### src/rtl/multicycle_control_pkg.sv
`default_nettype none
// ============================================================================
// Module   : multicycle_control_pkg
// Brief    : Shared state encodings, opcodes and ALU class codes for the
//            multicycle controller and the downstream function decoder.
// Revision : 1.0 - initial release
// ============================================================================
package multicycle_control_pkg;

    typedef enum logic [3:0] {
        S_FETCH     = 4'd0,
        S_DECODE    = 4'd1,
        S_MEM_ADDR  = 4'd2,
        S_MEM_READ  = 4'd3,
        S_MEM_WB    = 4'd4,
        S_MEM_WRITE = 4'd5,
        S_R_EXEC    = 4'd6,
        S_R_WB      = 4'd7,
        S_BRANCH    = 4'd8,
        S_JUMP      = 4'd9,
        S_I_EXEC    = 4'd10,
        S_I_WB      = 4'd11
    } state_t;

    localparam logic [5:0] c_OP_R    = 6'b000000;
    localparam logic [5:0] c_OP_LW   = 6'b100011;
    localparam logic [5:0] c_OP_SW   = 6'b101011;
    localparam logic [5:0] c_OP_ADDI = 6'b001000;
    localparam logic [5:0] c_OP_ORI  = 6'b001101;
    localparam logic [5:0] c_OP_BEQ  = 6'b000100;
    localparam logic [5:0] c_OP_J    = 6'b000010;

    localparam logic [1:0] c_ALU_ADD   = 2'b00;
    localparam logic [1:0] c_ALU_SUB   = 2'b01;
    localparam logic [1:0] c_ALU_RTYPE = 2'b10;
    localparam logic [1:0] c_ALU_ORI   = 2'b11;

    localparam logic [1:0] c_SRCB_B     = 2'b00;
    localparam logic [1:0] c_SRCB_FOUR  = 2'b01;
    localparam logic [1:0] c_SRCB_IMM   = 2'b10;
    localparam logic [1:0] c_SRCB_SHIFT = 2'b11;

    localparam logic [1:0] c_PCSRC_ALU    = 2'b00;
    localparam logic [1:0] c_PCSRC_ALUOUT = 2'b01;
    localparam logic [1:0] c_PCSRC_JUMP   = 2'b10;

endpackage
`default_nettype wire

### src/rtl/multicycle_control_if.sv
`default_nettype none
// ============================================================================
// Module   : multicycle_control_if
// Brief    : Controller <-> datapath strobe bundle. master = controller.
// Revision : 1.0 - initial release
// ============================================================================
interface multicycle_control_if;
    logic [5:0] Opcode;
    logic       Mem_Ready;
    logic [1:0] ALU_op;
    logic       ALU_SrcA;
    logic [1:0] ALU_SrcB;
    logic       Ext_Zero;
    logic       PC_Write;
    logic       PC_Write_Cond;
    logic       IorD;
    logic       Mem_Read;
    logic       Mem_Write;
    logic       IR_Write;
    logic       Mem_to_Reg;
    logic       Reg_Write;
    logic       Reg_Dst;
    logic [1:0] PC_Source;
    logic       Illegal;
    logic [3:0] State;

    modport master (
        input  Opcode, Mem_Ready,
        output ALU_op, ALU_SrcA, ALU_SrcB, Ext_Zero, PC_Write, PC_Write_Cond,
               IorD, Mem_Read, Mem_Write, IR_Write, Mem_to_Reg, Reg_Write,
               Reg_Dst, PC_Source, Illegal, State
    );

    modport slave (
        output Opcode, Mem_Ready,
        input  ALU_op, ALU_SrcA, ALU_SrcB, Ext_Zero, PC_Write, PC_Write_Cond,
               IorD, Mem_Read, Mem_Write, IR_Write, Mem_to_Reg, Reg_Write,
               Reg_Dst, PC_Source, Illegal, State
    );
endinterface
`default_nettype wire

### src/rtl/multicycle_control.sv
`default_nettype none
// ============================================================================
// Module   : multicycle_control
// Brief    : Moore FSM sequencing a multicycle MIPS-style datapath.
// Revision : 1.0 - initial release
// ============================================================================
module multicycle_control
    import multicycle_control_pkg::*;
(
    input  wire logic           clk,
    input  wire logic           rst,
    multicycle_control_if.master bus
);

    state_t r_state;
    state_t w_next_state;

    // State register; reset parks the FSM in FETCH.
    always_ff @(posedge clk) begin
        if (rst) r_state <= S_FETCH;
        else     r_state <= w_next_state;
    end

    // Next-state selection; unused encodings fall back to FETCH.
    always_comb begin
        w_next_state = S_FETCH;
        case (r_state)
            S_FETCH:     w_next_state = bus.Mem_Ready ? S_DECODE : S_FETCH;
            S_DECODE: begin
                case (bus.Opcode)
                    c_OP_LW, c_OP_SW:    w_next_state = S_MEM_ADDR;
                    c_OP_R:              w_next_state = S_R_EXEC;
                    c_OP_BEQ:            w_next_state = S_BRANCH;
                    c_OP_J:              w_next_state = S_JUMP;
                    c_OP_ADDI, c_OP_ORI: w_next_state = S_I_EXEC;
                    default:             w_next_state = S_FETCH;
                endcase
            end
            S_MEM_ADDR: begin
                if (bus.Opcode == c_OP_LW)      w_next_state = S_MEM_READ;
                else if (bus.Opcode == c_OP_SW) w_next_state = S_MEM_WRITE;
                else                            w_next_state = S_FETCH;
            end
            S_MEM_READ:  w_next_state = bus.Mem_Ready ? S_MEM_WB : S_MEM_READ;
            S_MEM_WB:    w_next_state = S_FETCH;
            S_MEM_WRITE: w_next_state = bus.Mem_Ready ? S_FETCH : S_MEM_WRITE;
            S_R_EXEC:    w_next_state = S_R_WB;
            S_R_WB:      w_next_state = S_FETCH;
            S_BRANCH:    w_next_state = S_FETCH;
            S_JUMP:      w_next_state = S_FETCH;
            S_I_EXEC:    w_next_state = S_I_WB;
            S_I_WB:      w_next_state = S_FETCH;
            default:     w_next_state = S_FETCH;
        endcase
    end

    // Output decode from the state register; everything is forced low in reset
    // so no write strobe can fire on a cycle where rst is sampled high.
    always_comb begin
        bus.ALU_op        = c_ALU_ADD;
        bus.ALU_SrcA      = 1'b0;
        bus.ALU_SrcB      = c_SRCB_B;
        bus.Ext_Zero      = 1'b0;
        bus.PC_Write      = 1'b0;
        bus.PC_Write_Cond = 1'b0;
        bus.IorD          = 1'b0;
        bus.Mem_Read      = 1'b0;
        bus.Mem_Write     = 1'b0;
        bus.IR_Write      = 1'b0;
        bus.Mem_to_Reg    = 1'b0;
        bus.Reg_Write     = 1'b0;
        bus.Reg_Dst       = 1'b0;
        bus.PC_Source     = c_PCSRC_ALU;
        bus.Illegal       = 1'b0;
        bus.State         = 4'd0;
        if (!rst) begin
            bus.State = r_state;
            case (r_state)
                S_FETCH: begin
                    bus.Mem_Read = 1'b1;
                    bus.ALU_SrcB = c_SRCB_FOUR;
                    bus.IR_Write = bus.Mem_Ready;
                    bus.PC_Write = bus.Mem_Ready;
                end
                S_DECODE: begin
                    bus.ALU_SrcB = c_SRCB_SHIFT;
                    case (bus.Opcode)
                        c_OP_R, c_OP_LW, c_OP_SW, c_OP_ADDI,
                        c_OP_ORI, c_OP_BEQ, c_OP_J: bus.Illegal = 1'b0;
                        default:                    bus.Illegal = 1'b1;
                    endcase
                end
                S_MEM_ADDR: begin
                    bus.ALU_SrcA = 1'b1;
                    bus.ALU_SrcB = c_SRCB_IMM;
                end
                S_MEM_READ: begin
                    bus.Mem_Read = 1'b1;
                    bus.IorD     = 1'b1;
                end
                S_MEM_WB: begin
                    bus.Reg_Write  = 1'b1;
                    bus.Mem_to_Reg = 1'b1;
                end
                S_MEM_WRITE: begin
                    bus.IorD      = 1'b1;
                    bus.Mem_Write = 1'b1;
                end
                S_R_EXEC: begin
                    bus.ALU_SrcA = 1'b1;
                    bus.ALU_op   = c_ALU_RTYPE;
                end
                S_R_WB: begin
                    bus.Reg_Dst   = 1'b1;
                    bus.Reg_Write = 1'b1;
                end
                S_BRANCH: begin
                    bus.ALU_SrcA      = 1'b1;
                    bus.ALU_op        = c_ALU_SUB;
                    bus.PC_Write_Cond = 1'b1;
                    bus.PC_Source     = c_PCSRC_ALUOUT;
                end
                S_JUMP: begin
                    bus.PC_Write  = 1'b1;
                    bus.PC_Source = c_PCSRC_JUMP;
                end
                S_I_EXEC: begin
                    bus.ALU_SrcA = 1'b1;
                    bus.ALU_SrcB = c_SRCB_IMM;
                    if (bus.Opcode == c_OP_ORI) begin
                        bus.ALU_op   = c_ALU_ORI;
                        bus.Ext_Zero = 1'b1;
                    end
                end
                S_I_WB: begin
                    bus.Reg_Write = 1'b1;
                end
                default: bus.State = r_state;
            endcase
        end
    end

endmodule
`default_nettype wire

### src/flat_wrapper.sv
// flat-port wrapper written by rule: the top's interface ports become plain ports
module multicycle_control_flat import multicycle_control_pkg::*;
  (clk, rst, bus_Opcode, bus_Mem_Ready, bus_ALU_op, bus_ALU_SrcA, bus_ALU_SrcB, bus_Ext_Zero, bus_PC_Write, bus_PC_Write_Cond, bus_IorD, bus_Mem_Read, bus_Mem_Write, bus_IR_Write, bus_Mem_to_Reg, bus_Reg_Write, bus_Reg_Dst, bus_PC_Source, bus_Illegal, bus_State);
  multicycle_control_if bus_i ();
  input  wire logic clk;
  input  wire logic rst;
  input wire logic [$bits(bus_i.Opcode)-1:0] bus_Opcode;
  input wire logic [$bits(bus_i.Mem_Ready)-1:0] bus_Mem_Ready;
  output wire logic [$bits(bus_i.ALU_op)-1:0] bus_ALU_op;
  output wire logic [$bits(bus_i.ALU_SrcA)-1:0] bus_ALU_SrcA;
  output wire logic [$bits(bus_i.ALU_SrcB)-1:0] bus_ALU_SrcB;
  output wire logic [$bits(bus_i.Ext_Zero)-1:0] bus_Ext_Zero;
  output wire logic [$bits(bus_i.PC_Write)-1:0] bus_PC_Write;
  output wire logic [$bits(bus_i.PC_Write_Cond)-1:0] bus_PC_Write_Cond;
  output wire logic [$bits(bus_i.IorD)-1:0] bus_IorD;
  output wire logic [$bits(bus_i.Mem_Read)-1:0] bus_Mem_Read;
  output wire logic [$bits(bus_i.Mem_Write)-1:0] bus_Mem_Write;
  output wire logic [$bits(bus_i.IR_Write)-1:0] bus_IR_Write;
  output wire logic [$bits(bus_i.Mem_to_Reg)-1:0] bus_Mem_to_Reg;
  output wire logic [$bits(bus_i.Reg_Write)-1:0] bus_Reg_Write;
  output wire logic [$bits(bus_i.Reg_Dst)-1:0] bus_Reg_Dst;
  output wire logic [$bits(bus_i.PC_Source)-1:0] bus_PC_Source;
  output wire logic [$bits(bus_i.Illegal)-1:0] bus_Illegal;
  output wire logic [$bits(bus_i.State)-1:0] bus_State;
  assign bus_i.Opcode = bus_Opcode;
  assign bus_i.Mem_Ready = bus_Mem_Ready;
  assign bus_ALU_op = bus_i.ALU_op;
  assign bus_ALU_SrcA = bus_i.ALU_SrcA;
  assign bus_ALU_SrcB = bus_i.ALU_SrcB;
  assign bus_Ext_Zero = bus_i.Ext_Zero;
  assign bus_PC_Write = bus_i.PC_Write;
  assign bus_PC_Write_Cond = bus_i.PC_Write_Cond;
  assign bus_IorD = bus_i.IorD;
  assign bus_Mem_Read = bus_i.Mem_Read;
  assign bus_Mem_Write = bus_i.Mem_Write;
  assign bus_IR_Write = bus_i.IR_Write;
  assign bus_Mem_to_Reg = bus_i.Mem_to_Reg;
  assign bus_Reg_Write = bus_i.Reg_Write;
  assign bus_Reg_Dst = bus_i.Reg_Dst;
  assign bus_PC_Source = bus_i.PC_Source;
  assign bus_Illegal = bus_i.Illegal;
  assign bus_State = bus_i.State;
  multicycle_control u_core (.clk(clk), .rst(rst), .bus(bus_i));
endmodule
### config.mk
export PLATFORM = sky130hd
export DESIGN_NAME = multicycle_control_flat
export DESIGN_NICKNAME = d
export VERILOG_FILES = /design/src/rtl/multicycle_control_pkg.sv /design/src/rtl/multicycle_control_if.sv /design/src/rtl/multicycle_control.sv /design/src/flat_wrapper.sv
export SDC_FILE = /design/constraint.sdc
export NUM_CORES = 1
export LEC_CHECK = 0
export CORE_MARGIN = 2
export CORE_UTILIZATION = 43
export DETAILED_ROUTE_END_ITERATION = 12
export HOLD_SLACK_MARGIN = 0.05
export MAX_ROUTING_LAYER = met4
export PLACE_DENSITY = 0.91
export RECOVER_POWER = 25
export SLEW_MARGIN = 10
export SYNTH_ARGS = -nofsm -noshare
export SYNTH_HDL_FRONTEND = slang
export SYNTH_SLANG_ARGS = --single-unit
### constraint.sdc
create_clock -name clk -period 3.8 [get_ports clk]
set_input_delay 1.14 -clock clk [delete_from_list [all_inputs] [get_ports clk]]
set_output_delay 1.14 -clock clk [all_outputs]
set_load 0.05 [all_outputs]
==> qor.yml <==
outcome:
  outcome: "finished clean"
detailed_routing:
  drt.antenna.violating_nets: 0
  postRouteWirelength_um: 2765
  drt_first_iter_violations: 59
  detail_route.wirelength.met1_um: 1014
  detailedRoute.firstPassIterationCount: 4
  route.met3.wl_um: 172
  vias_per_cell: 6.638
  route.detailed.drc: 0
  detail_route.wl_per_cell_um: 19.61
  detailroute.via_count: 936
  top_layer: "met4"
  dr_wl_met2_um: 1404
placement:
  dp_slack_ps: -106.0
  hpwl_um: 2065
  placed_cells: 138
  place.gp.congestion: 0.9567
  detailed_place.area_sq_um: 1201
  place.port_buffers: 30
clock_network:
  clock_root_buffer: "sky130_fd_sc_hd__clkbuf_4"
  tritoncts_buffer_count: 3
  clkSlewWorstSetupHoldPaths_ps: 40
  clock_latency_ps: 240
  clock_sink_count: 4
  clock_tree.htree_level_count: 1
  tritoncts_clock_tree: "done"
  post-cts-setup-buffer-count: 0
  clock_tree.buffer_depth: 2
yosys:
  synth_area_leader_cell: "sky130_fd_sc_hd__dfxtp_1"
  ys_warn_count: 0
  netlist.area_leader.share: 0.1257
  synth_fp_nets: 107
  mappedNetlistArea_sq_um: 636.9
  yosysSeqAreaShare: 0.1257
  cell_types_with_the_largest_area_share_after_synthesis: "sky130_fd_sc_hd__dfxtp_1 (13%), sky130_fd_sc_hd__nor2b_1 (6.9%), sky130_fd_sc_hd__nor2_1 (6.5%)"
  syn_inst: 98
  syn-mean-instance-area_sq_um: 6.499
  ys_types: 41
  most_used_flip_flop_cell_after_synthesis: "sky130_fd_sc_hd__dfxtp_1"
  ys_async_sr_fraction: 0
  synth_seq_cells: 4
  synth_edf_count: 0
timing:
  timing.final.setup_violations: 0
  finalHoldViolCount: 0
  period_minus_slack_ps: 3797
  slew_violations: 0
  post-route-worst-setup-slack_ps: 2.723
  slew_headroom: 0.4738
  maxClockFrequency_mhz: 263.3
  worst-slew-pin-transition_ps: 788.2
  fin_setup_tns_ps: 0
  final.setup_skew_ps: 4.421
  timing.final.crit_share: 0.9993
setup_path:
  setup.worst_path.start_class: "primary input"
  criticalPathCategory: "primary input to output pin"
  required_ps: 2660
  crit_fanout: 8
  critical_path.endpoint_type: "output pin"
  worst_ep_arrival_time_ps: 2660
finish:
  multi_input_area_sq_um: 569.3
  antennaDiodeCount: 0
  leading_cell_type_in_the_layout_fill_and_taps_excluded: "sky130_fd_sc_hd__buf_12"
  largest_register_ff_count: 4
  post_layout_nonfiller_instances: 141
  syn2layout_area_growth_pct: 95.68
  registers.top_by_ff_count: "u_core.r_state"
  fraction_of_layout_cells_with_a_size_suffix_above_1: 0.3889
  finish.net_count: 137
  ff_latch_area_sq_um: 80.08
  layout.cells.most_common_list: "sky130_fd_sc_hd__buf_12 (21), sky130_fd_sc_hd__nor2_1 (9), sky130_fd_sc_hd__nor2b_1 (7), sky130_fd_sc_hd__clkdlybuf4s50_1 (7), sky130_fd_sc_hd__buf_4 (7)"
  top_regs: "u_core.r_state: 4 flops"
  fill_cells: 54
  postLayoutCellArea_sq_um: 1246
floorplanning:
  die-width_um: 42.49
  i_o_pins: 31
  core.rowCount: 13
  floorplan.die.height_um: 42.49
  initial_util: 0.4717
  coreArea_sq_um: 1350
  fp.dieArea_sq_um: 1805
pwr:
  netSwitchingFraction: 0.3827
  power.internal_w: 0.0001179
  power.switching_w: 0.00007306
  power.sequential.fraction: 0.256
  p_comb_frac: 0.451
  fraction_of_power_consumed_by_the_clock_network: 0.292
  cellLeakagePower_nw: 0.4461
  power.density_nw_per_um2: 153.2
  total_chip_power_w: 0.0001909
  vdd.ir_drop.worst_mv: 0.09923
global_routing:
  grt_pass1_vias: 918
  grt_first_pass_wirelength_um: 4643
  gr-usage-all-layers: 0.3523
  initial_antenna_violation_count: 0
  grt_start_max_net_pins: 20
  remaining_overflow_grt: 0
hold_path:
  hold_class: "register to register"
flow_run:
  drv_cap: 0
-- cells in the mapped netlist, drive strengths merged (2+ instances only) --
| master | number |
|---|---|
| nor3 | 7 |
| xnor2 | 2 |
| buf | 5 |
| a21oi | 4 |
| nand2 | 5 |
| nor2 | 13 |
| dfxtp | 4 |
| nand2b | 3 |
| o22ai | 2 |
| or2 | 2 |
| a211oi | 2 |
| clkbuf | 6 |
| nor2b | 7 |
| a31oi | 5 |
| nand3 | 5 |
| o21ai | 3 |
| nor4 | 2 |
| and3 | 3 |
-- path summary, 6_finish.rpt --
kind	cells past startpoint	from	slack [ps]	endpoint
hold reg to reg	1	u_core.r_state[2]	830	u_core.r_state[3]
hold / removal	1	u_core.r_state[2]	830	u_core.r_state[3]
setup / recovery	5	bus_Opcode[1]	3	bus_Illegal
setup reg to reg	4	u_core.r_state[1]	1820	u_core.r_state[2]
-- through the flow --
| stage | hold slack (ps) | utilization |
|---|---|---|
| after CTS | 823.8 | 0.9101 |
| after global routing | 857.9 | 0.9231 |
| final | 833.0 | 0.9231 |
| after floorplan | 651.3 | - |
| after detailed placement | 816.0 | 0.8897 |
| after global placement | 772.5 | 0.8897 |
-- cell type report --
cell class / count / area share
Multi-Input combinational cell: 82 / 0.4568
Timing Repair Buffer: 36 / 0.4428
Sequential cell: 4 / 0.06426
Clock buffer: 3 / 0.01807
Tap cell: 15 / 0.01506
Inverter: 1 / 0.003012
-- metal layers --
metal | vias to the layer above | global-route usage
li1 | 417 | -
met1 | 441 | 0.4128
met2 | 58 | 0.5908
met3 | 20 | 0.04310
met4 | 0 | 0.1688
met5 | - | -
-- timing repair --
action                                  4_1_cts  5_1_grt
resized for setup                             2        4
hold buffers                                  0        0
endpoints found under the setup margin        5        2
hold endpoints to repair                      0        0
pin swaps                                     3        1
-- logic make-up after synthesis --
family / count (synthesis) / share of synthesized area
compound gates: 24 / 0.2515
xor+xnor: 2 / 0.02751
fa+ha+maj: 1 / 0.01572
buf+inv: 12 / 0.09233
flops: 4 / 0.1257
simple gates: 55 / 0.4872
-- power by group through the flow --
| stage | Sequential (W) | Combinational, W | Clock (W) |
|---|---|---|---|
| 6_report | 0.0000490 | 0.0000861 | 0.0000558 |
| 5_1_grt | 0.0000495 | 0.0000904 | 0.0000578 |
| 4_1_cts | 0.0000484 | 0.0000843 | 0.0000574 |
| 3_5_place_dp | 0.0000489 | 0.0000842 | 0 |
| 3_3_place_gp | 0.0000485 | 0.0000805 | 0 |
| 2_1_floorplan | 0.0000450 | 0.0000458 | 0 |
-- critical path, stage by stage --
cell and delay (ps):
sky130_fd_sc_hd__clkdlybuf4s50_1 700, sky130_fd_sc_hd__maj3_1 230, sky130_fd_sc_hd__o22ai_1 90, sky130_fd_sc_hd__a211oi_2 320
sky130_fd_sc_hd__buf_12 180
Note: power is estimated with default switching activity, not from simulation.
